==> config.mk <==
export PLATFORM = sky130hd
export DESIGN_NAME = pipeline_stall_sequencer_flat
export DESIGN_NICKNAME = d
export VERILOG_FILES = /design/src/rtl/pipeline_stall_sequencer_pkg.sv /design/src/rtl/pipeline_stall_sequencer_if.sv /design/src/rtl/pipeline_stall_sequencer_cycle_down_counter.sv /design/src/rtl/pipeline_stall_sequencer.sv /design/src/flat_wrapper.sv
export SDC_FILE = /design/constraint.sdc
export NUM_CORES = 1
export LEC_CHECK = 0
export BUFFER_PORTS_ARGS = -buffer_cell sky130_fd_sc_hd__buf_2
export CORE_MARGIN = 1.5
export CORE_UTILIZATION = 40
export CTS_BUF_LIST = sky130_fd_sc_hd__clkbuf_4
export DETAILED_ROUTE_END_ITERATION = 16
export HOLD_SLACK_MARGIN = 0.06
export PLACE_DENSITY = 0.62
export SLEW_MARGIN = 25
export SYNTH_ARGS = -nofsm -noshare
export SYNTH_HDL_FRONTEND = slang
export SYNTH_SLANG_ARGS = --single-unit
==> constraint.sdc <==
create_clock -name CLOCK -period 2.56 [get_ports CLOCK]
set_input_delay 0.512 -clock CLOCK [delete_from_list [all_inputs] [get_ports CLOCK]]
set_output_delay 0.512 -clock CLOCK [all_outputs]
set_load 0.005 [all_outputs]
==> src/rtl/pipeline_stall_sequencer_pkg.sv <==
// Shared types and constants for the pipeline stall/flush sequencer.
// State encodings double as the State_OUT debug value.
package pipeline_stall_sequencer_pkg;

  localparam int unsigned CNT_W   = 4;
  localparam int unsigned STATE_W = 2;

  typedef enum logic [STATE_W-1:0] {
    ST_RUN     = 2'd0,
    ST_MULDIV  = 2'd1,
    ST_DRAIN   = 2'd2,
    ST_SERVICE = 2'd3
  } state_e;

  // Pipeline-register controls that can ever be non-zero
  typedef struct packed {
    logic stall_pc;
    logic stall_ifid;
    logic flush_ifid;
    logic stall_idexe;
    logic flush_idexe;
    logic flush_exemem;
  } stall_ctrl_t;

  localparam stall_ctrl_t CTRL_NONE    = '{1'b0, 1'b0, 1'b0, 1'b0, 1'b0, 1'b0};
  localparam stall_ctrl_t CTRL_MULDIV  = '{1'b1, 1'b1, 1'b0, 1'b1, 1'b0, 1'b1};
  localparam stall_ctrl_t CTRL_SYSCALL = '{1'b1, 1'b0, 1'b1, 1'b0, 1'b0, 1'b0};
  localparam stall_ctrl_t CTRL_LOADUSE = '{1'b1, 1'b1, 1'b0, 1'b0, 1'b1, 1'b0};
  localparam stall_ctrl_t CTRL_BRANCH  = '{1'b0, 1'b0, 1'b1, 1'b0, 1'b0, 1'b0};

  // Forces every control low while the pipeline is held in reset
  function automatic stall_ctrl_t gate_ctrl(stall_ctrl_t c, logic en);
    return en ? c : CTRL_NONE;
  endfunction

endpackage

==> src/rtl/pipeline_stall_sequencer_if.sv <==
// Hazard request / stall control bundle between the hazard detectors and the sequencer.
interface pipeline_stall_sequencer_if;
  import pipeline_stall_sequencer_pkg::*;

  logic               Syscall_IN;
  logic               LoadUse_IN;
  logic               Branch_Taken_IN;
  logic               MulDiv_Start_IN;
  logic               Syscall_Done_IN;

  logic               STALL_PC;
  logic               STALL_IFID;
  logic               FLUSH_IFID;
  logic               STALL_IDEXE;
  logic               FLUSH_IDEXE;
  logic               STALL_EXEMEM;
  logic               FLUSH_EXEMEM;
  logic               STALL_MEMWB;
  logic               FLUSH_MEMWB;
  logic               Syscall_OUT;
  logic [STATE_W-1:0] State_OUT;

  modport master (
    output Syscall_IN, LoadUse_IN, Branch_Taken_IN, MulDiv_Start_IN, Syscall_Done_IN,
    input  STALL_PC, STALL_IFID, FLUSH_IFID, STALL_IDEXE, FLUSH_IDEXE,
           STALL_EXEMEM, FLUSH_EXEMEM, STALL_MEMWB, FLUSH_MEMWB, Syscall_OUT, State_OUT
  );

  modport slave (
    input  Syscall_IN, LoadUse_IN, Branch_Taken_IN, MulDiv_Start_IN, Syscall_Done_IN,
    output STALL_PC, STALL_IFID, FLUSH_IFID, STALL_IDEXE, FLUSH_IDEXE,
           STALL_EXEMEM, FLUSH_EXEMEM, STALL_MEMWB, FLUSH_MEMWB, Syscall_OUT, State_OUT
  );

endinterface

==> src/rtl/pipeline_stall_sequencer_cycle_down_counter.sv <==
// Loadable saturating down-counter shared by the mult/div and syscall-drain phases.
// is_one_o is registered alongside the count so the FSM sees a clean flag.
module pipeline_stall_sequencer_cycle_down_counter #(
  parameter int unsigned WIDTH = 4
) (
  input  logic             clk,
  input  logic             rst_n,
  input  logic             load_i,
  input  logic [WIDTH-1:0] load_val_i,
  input  logic             dec_i,
  output logic             is_one_o
);

  logic [WIDTH-1:0] count_q, count_d;
  logic             is_one_q;

  // Load wins over decrement; decrement stops at zero
  always_comb begin
    count_d = count_q;
    if (load_i) begin
      count_d = load_val_i;
    end else if (dec_i && (count_q != '0)) begin
      count_d = count_q - WIDTH'(1);
    end
  end

  always_ff @(posedge clk or negedge rst_n) begin
    if (!rst_n) begin
      count_q  <= '0;
      is_one_q <= 1'b0;
    end else begin
      count_q  <= count_d;
      is_one_q <= (count_d == WIDTH'(1));
    end
  end

  assign is_one_o = is_one_q;

endmodule

==> src/rtl/pipeline_stall_sequencer.sv <==
// Central stall/flush sequencer for the 5-stage MIPS pipeline.
// Stall/flush controls are Mealy so a hazard stalls in the cycle it is raised.
module pipeline_stall_sequencer
  import pipeline_stall_sequencer_pkg::*;
#(
  parameter int unsigned MULDIV_CYCLES = 4,
  parameter int unsigned DRAIN_DEPTH   = 3
) (
  input  logic                       CLOCK,
  input  logic                       RESET,
  pipeline_stall_sequencer_if.slave  bus
);

  // Start cycle is spent in RUN, so MULDIV itself lasts two cycles fewer than the op
  localparam logic [CNT_W-1:0] MULDIV_LOAD = CNT_W'(MULDIV_CYCLES - 2);
  localparam logic [CNT_W-1:0] DRAIN_LOAD  = CNT_W'(DRAIN_DEPTH);

  state_e           state_q, state_d;
  logic             syscall_out_q, syscall_out_d;
  stall_ctrl_t      ctrl_c;
  logic             cnt_load, cnt_dec, cnt_is_one;
  logic [CNT_W-1:0] cnt_load_val;

  pipeline_stall_sequencer_cycle_down_counter #(
    .WIDTH (CNT_W)
  ) u_cycle_down_counter (
    .clk        (CLOCK),
    .rst_n      (RESET),
    .load_i     (cnt_load),
    .load_val_i (cnt_load_val),
    .dec_i      (cnt_dec),
    .is_one_o   (cnt_is_one)
  );

  always_comb begin
    state_d      = state_q;
    ctrl_c       = CTRL_NONE;
    cnt_load     = 1'b0;
    cnt_load_val = '0;
    cnt_dec      = 1'b0;
    unique case (state_q)
      ST_RUN: begin
        if (bus.MulDiv_Start_IN) begin
          ctrl_c       = CTRL_MULDIV;
          cnt_load     = 1'b1;
          cnt_load_val = MULDIV_LOAD;
          state_d      = ST_MULDIV;
        end else if (bus.Syscall_IN) begin
          ctrl_c       = CTRL_SYSCALL;
          cnt_load     = 1'b1;
          cnt_load_val = DRAIN_LOAD;
          state_d      = ST_DRAIN;
        end else if (bus.LoadUse_IN) begin
          ctrl_c = CTRL_LOADUSE;
        end else if (bus.Branch_Taken_IN) begin
          ctrl_c = CTRL_BRANCH;
        end
      end
      ST_MULDIV: begin
        ctrl_c  = CTRL_MULDIV;
        cnt_dec = 1'b1;
        if (cnt_is_one) state_d = ST_RUN;
      end
      ST_DRAIN: begin
        ctrl_c  = CTRL_SYSCALL;
        cnt_dec = 1'b1;
        if (cnt_is_one) state_d = ST_SERVICE;
      end
      ST_SERVICE: begin
        ctrl_c = CTRL_SYSCALL;
        if (bus.Syscall_Done_IN) state_d = ST_RUN;
      end
      default: state_d = ST_RUN;
    endcase
  end

  // Pulse only on the DRAIN->SERVICE transition
  assign syscall_out_d = (state_q == ST_DRAIN) && cnt_is_one;

  always_ff @(posedge CLOCK or negedge RESET) begin
    if (!RESET) begin
      state_q       <= ST_RUN;
      syscall_out_q <= 1'b0;
    end else begin
      state_q       <= state_d;
      syscall_out_q <= syscall_out_d;
    end
  end

  stall_ctrl_t ctrl_gated;
  assign ctrl_gated = gate_ctrl(ctrl_c, RESET);

  assign bus.STALL_PC     = ctrl_gated.stall_pc;
  assign bus.STALL_IFID   = ctrl_gated.stall_ifid;
  assign bus.FLUSH_IFID   = ctrl_gated.flush_ifid;
  assign bus.STALL_IDEXE  = ctrl_gated.stall_idexe;
  assign bus.FLUSH_IDEXE  = ctrl_gated.flush_idexe;
  assign bus.STALL_EXEMEM = 1'b0;
  assign bus.FLUSH_EXEMEM = ctrl_gated.flush_exemem;
  assign bus.STALL_MEMWB  = 1'b0;
  assign bus.FLUSH_MEMWB  = 1'b0;
  assign bus.Syscall_OUT  = syscall_out_q;
  assign bus.State_OUT    = state_q;

endmodule

==> src/flat_wrapper.sv <==
// flat-port wrapper written by rule: the top's interface ports become plain ports
module pipeline_stall_sequencer_flat import pipeline_stall_sequencer_pkg::*;
#(
  parameter int unsigned MULDIV_CYCLES = 4,
  parameter int unsigned DRAIN_DEPTH   = 3
)
  (CLOCK, RESET, bus_Syscall_IN, bus_LoadUse_IN, bus_Branch_Taken_IN, bus_MulDiv_Start_IN, bus_Syscall_Done_IN, bus_STALL_PC, bus_STALL_IFID, bus_FLUSH_IFID, bus_STALL_IDEXE, bus_FLUSH_IDEXE, bus_STALL_EXEMEM, bus_FLUSH_EXEMEM, bus_STALL_MEMWB, bus_FLUSH_MEMWB, bus_Syscall_OUT, bus_State_OUT);
  pipeline_stall_sequencer_if bus_i ();
  input  logic CLOCK;
  input  logic RESET;
  input wire logic [$bits(bus_i.Syscall_IN)-1:0] bus_Syscall_IN;
  input wire logic [$bits(bus_i.LoadUse_IN)-1:0] bus_LoadUse_IN;
  input wire logic [$bits(bus_i.Branch_Taken_IN)-1:0] bus_Branch_Taken_IN;
  input wire logic [$bits(bus_i.MulDiv_Start_IN)-1:0] bus_MulDiv_Start_IN;
  input wire logic [$bits(bus_i.Syscall_Done_IN)-1:0] bus_Syscall_Done_IN;
  output wire logic [$bits(bus_i.STALL_PC)-1:0] bus_STALL_PC;
  output wire logic [$bits(bus_i.STALL_IFID)-1:0] bus_STALL_IFID;
  output wire logic [$bits(bus_i.FLUSH_IFID)-1:0] bus_FLUSH_IFID;
  output wire logic [$bits(bus_i.STALL_IDEXE)-1:0] bus_STALL_IDEXE;
  output wire logic [$bits(bus_i.FLUSH_IDEXE)-1:0] bus_FLUSH_IDEXE;
  output wire logic [$bits(bus_i.STALL_EXEMEM)-1:0] bus_STALL_EXEMEM;
  output wire logic [$bits(bus_i.FLUSH_EXEMEM)-1:0] bus_FLUSH_EXEMEM;
  output wire logic [$bits(bus_i.STALL_MEMWB)-1:0] bus_STALL_MEMWB;
  output wire logic [$bits(bus_i.FLUSH_MEMWB)-1:0] bus_FLUSH_MEMWB;
  output wire logic [$bits(bus_i.Syscall_OUT)-1:0] bus_Syscall_OUT;
  output wire logic [$bits(bus_i.State_OUT)-1:0] bus_State_OUT;
  assign bus_i.Syscall_IN = bus_Syscall_IN;
  assign bus_i.LoadUse_IN = bus_LoadUse_IN;
  assign bus_i.Branch_Taken_IN = bus_Branch_Taken_IN;
  assign bus_i.MulDiv_Start_IN = bus_MulDiv_Start_IN;
  assign bus_i.Syscall_Done_IN = bus_Syscall_Done_IN;
  assign bus_STALL_PC = bus_i.STALL_PC;
  assign bus_STALL_IFID = bus_i.STALL_IFID;
  assign bus_FLUSH_IFID = bus_i.FLUSH_IFID;
  assign bus_STALL_IDEXE = bus_i.STALL_IDEXE;
  assign bus_FLUSH_IDEXE = bus_i.FLUSH_IDEXE;
  assign bus_STALL_EXEMEM = bus_i.STALL_EXEMEM;
  assign bus_FLUSH_EXEMEM = bus_i.FLUSH_EXEMEM;
  assign bus_STALL_MEMWB = bus_i.STALL_MEMWB;
  assign bus_FLUSH_MEMWB = bus_i.FLUSH_MEMWB;
  assign bus_Syscall_OUT = bus_i.Syscall_OUT;
  assign bus_State_OUT = bus_i.State_OUT;
  pipeline_stall_sequencer #(.MULDIV_CYCLES(MULDIV_CYCLES), .DRAIN_DEPTH(DRAIN_DEPTH)) u_core (.CLOCK(CLOCK), .RESET(RESET), .bus(bus_i));
endmodule
==> impl_summary.txt <==
----------------------------------------------------
[Placement]
  Post-detailed-placement half-perimeter wirelength ... 1020 µm
  Number of placed cells counting well taps ... 103
  Routability Congestion ... 0.766
  Port-buffer cells ... 15
  Standard cell area after detailed placement ... 733 µm²

[Routing]
  Total iterations of the first detailed-routing run ... 4
  Detailed Route WL ... 1310 µm
  Via total after detailed routing ... 574
  Vias per Instance ... 5.42
  Antenna Nets Post-Route ... 0
  Violation count after the first detailed-route iteration ... 6
  WL/cell ... 12.3 µm
  Number of design rule violations left after detail routing ... 0

[Critical path]
  Startpoint kind of the worst setup timing path ... flip-flop
  Data required time of the critical path ... 2050 ps
  Setup CP Type ... flip-flop to output port
  Worst reg2reg endpoint ... u_core.u_cycle_down_counter.is_one_o
  Reg-to-reg startpoint ... u_core.u_cycle_down_counter.count_q[0]
  Largest fanout on the critical path ... 14
  Worst R2R Setup Slack ... 930 ps
  Critical path arrival ... 1730 ps
  Worst Reg-to-Reg Cells ... 6
  Critical path launch point ... u_core.bus.State_OUT[1]
  Endpoint kind of the worst setup timing path ... output port

[CTS]
  Clock Latency Late Sink ... 260 ps
  Cts repair resizes ... 0
  Clock root buffer ... clkbuf_4
  Number of hold buffers added after CTS ... 0
  Post-CTS clock slew at the launch and capture registers of the worst setup and hold paths ... 60 ps
  CTS Buf Count ... 3
  Buffers from clock root to sink, at most ... 2
  Number of sinks driven by the clock tree ... 8
  CTS tree ... done
  Post-CTS setup buffers ... 0
  CTS H-tree depth ... 1

[Cells and area]
  Final non-filler cell area ... 756 µm²
  Most frequent cells in the layout ... buf_2 (15), inv_1 (8), dfrtp_1 (8), a21oi_1 (7)
  Share of cells above drive strength 1 ... 0.289
  Layout Nets ... 104
  Area Growth Syn to Fin ... 13.5%
  Ant diodes ... 0
  Number of standard cells in the layout, taps in and fillers out ... 106
  Filler cell count in the final layout ... 156
  Core occupancy in the finished layout ... 0.496
  Most common cell after layout, fill and taps aside ... buf_2

[Timing]
  Tcrit/Tclk final ... 0.875
  Hold Fails Final Rpt ... 0
  Setup clock skew after layout ... 4.59 ps
  Minimum period implied by the final worst setup slack ... 2240 ps
  Final setup violation count ... 0
  RSZ-0062 raised after global routing ... false
  Total negative setup slack ... 0 ps
  Achievable Freq ... 0.447 GHz
  Number of pins exceeding their max-slew limit in the final report ... 0

[Logic synthesis]
  Netlist area before placement ... 666 µm²
  Synthesis Warnings ... 0
  Register bit count reported by yosys ... 8
  Synthesized area divided by synthesized cell count ... 8.88 µm²
  Sequential-to-total area share from yosys stat ... 0.301
  Gate count of the mapped netlist ... 75
  Unique cell type count in the Yosys netlist ... 34

[Floorplan]
  Floorplan core area ... 1520 µm²
  Die Width ... 43.8 µm
  Die outline area ... 1920 µm²
  Initial core utilization ... 0.437
  Ports ... 19
  Standard-cell rows ... 14
  Chip height ... 43.8 µm

[Global routing]
  Sum of overflow across all layers after global routing ... 0
  Maximum number of pins on one net before global-route repair ... 15
  Antenna violations before repair ... 0
  Tot GR Track Use ... 0.156
  Global-route wire length before repair ... 2190 µm
  Number of global-route vias before repair ... 516

[Pwr]
  Leakage power summed over all cells ... 0.370 nW
  Pwr Density ... 1340 nW/µm²
  Total Power Consumption ... 1.01 mW
  VDD IR-drop max ... 646 µV

[Run status]
  Outcome ... finished clean

[Hold path]
  Type of the worst min-delay path ... input port to async pin

[Job]
  Max-cap check violation count ... 0

----------------------------------------------------
-- routing by layer --
layer,global-route usage,part of all wire
met1,0.196,0.47
met2,0.244,0.47
met3,0.0417,0.045
met4,0.0788,0.019
met5,0,0
-- how the worst max path moves through the flow --
stage | to | slack (ps) | cells after the start
6_report | bus_STALL_IDEXE | 320 | 5
5_1_grt | bus_STALL_IDEXE | 150 | 5
4_1_cts | bus_STALL_IDEXE | 320 | 5
3_5_place_dp | bus_STALL_IDEXE | 600 | 5
3_3_place_gp | bus_STALL_IDEXE | 660 | 5
2_1_floorplan | bus_FLUSH_IFID | 800 | 4
-- logic make-up (layout without fill, tap and decap cells) --
logic type / count (synthesis) / in the layout / synth area share
AO/OA/AOI/OAI: 23 / 23 / 0.293
buffers and inverters: 14 / 27 / 0.103
other: 1 / 3 / 0.00563
adder cells (fa/ha/maj): 5 / 5 / 0.0940
flip-flops: 8 / 8 / 0.301
XOR/XNOR: 1 / 1 / 0.0132
AND/OR/NAND/NOR: 23 / 23 / 0.190
-- cell type report --
class | instances | area (µm²) | area share
clock buffers | 3 | 22.5 | 0.0298
inverters | 9 | 33.8 | 0.0447
multi-input cells | 55 | 404 | 0.535
flip-flops and latches | 8 | 200 | 0.265
well taps | 16 | 20.0 | 0.0265
repair buffers | 15 | 75.1 | 0.0993
-- synthesized netlist by cell type --
cell / n / share of area
o41ai_2: 1 / 0.024
o22ai_4: 1 / 0.030
nand2b_4: 1 / 0.021
and2_1: 1 / 0.0094
dfrtp_1: 8 / 0.30
nand2_1: 5 / 0.028
inv_1: 8 / 0.045
nor2b_2: 1 / 0.013
a221oi_2: 1 / 0.023
nor2_2: 1 / 0.0094
xnor2_1: 1 / 0.013
conb_1: 1 / 0.0056
o311a_1: 1 / 0.015
nand3_1: 3 / 0.023
nand3b_1: 1 / 0.011
buf_2: 1 / 0.0075
nand2b_1: 2 / 0.019
a31oi_1: 1 / 0.0094
nor2_1: 4 / 0.023
a211oi_1: 1 / 0.011
ha_1: 5 / 0.094
o21ai_4: 1 / 0.024
o22ai_1: 1 / 0.0094
buf_4: 4 / 0.045
a311oi_1: 1 / 0.013
and2b_1: 1 / 0.011
a211oi_2: 1 / 0.019
a211o_1: 1 / 0.013
nor3_1: 3 / 0.023
a21boi_1: 1 / 0.011
a221o_1: 1 / 0.015
clkinv_1: 1 / 0.0056
o21ai_1: 3 / 0.023
a21oi_1: 7 / 0.053
-- power by group --
part	internal, mW	leakage, nW	switching (mW)
logic	0.307	0.255	0.353
registers	0.181	0.101	0.0723
clock network	0.0539	0.0138	0.0462
-- worst max-delay path: stages, from the launching register on --
cell     delay, ps
dfrtp_1        430
inv_1          130
ha_1           440
nand2_1        170
a21oi_1        180
buf_2          130
-- registers in the layout, indices dropped and copies added (netlist names) --
name / cells
u_core.bus.State_OUT: 2
u_core.bus.Syscall_OUT: 1
u_core.u_cycle_down_counter.count_q: 4
u_core.u_cycle_down_counter.is_one_o: 1
-- stage by stage --
stage | hold WS (ps) | setup slack [ps]
floorplan | 216 | 804
global placement | 391 | 662
finish | 112 | 321
global route | 129 | 153
CTS | 110 | 319
detailed placement | 390 | 599
Power figures use the tool's default switching activity.
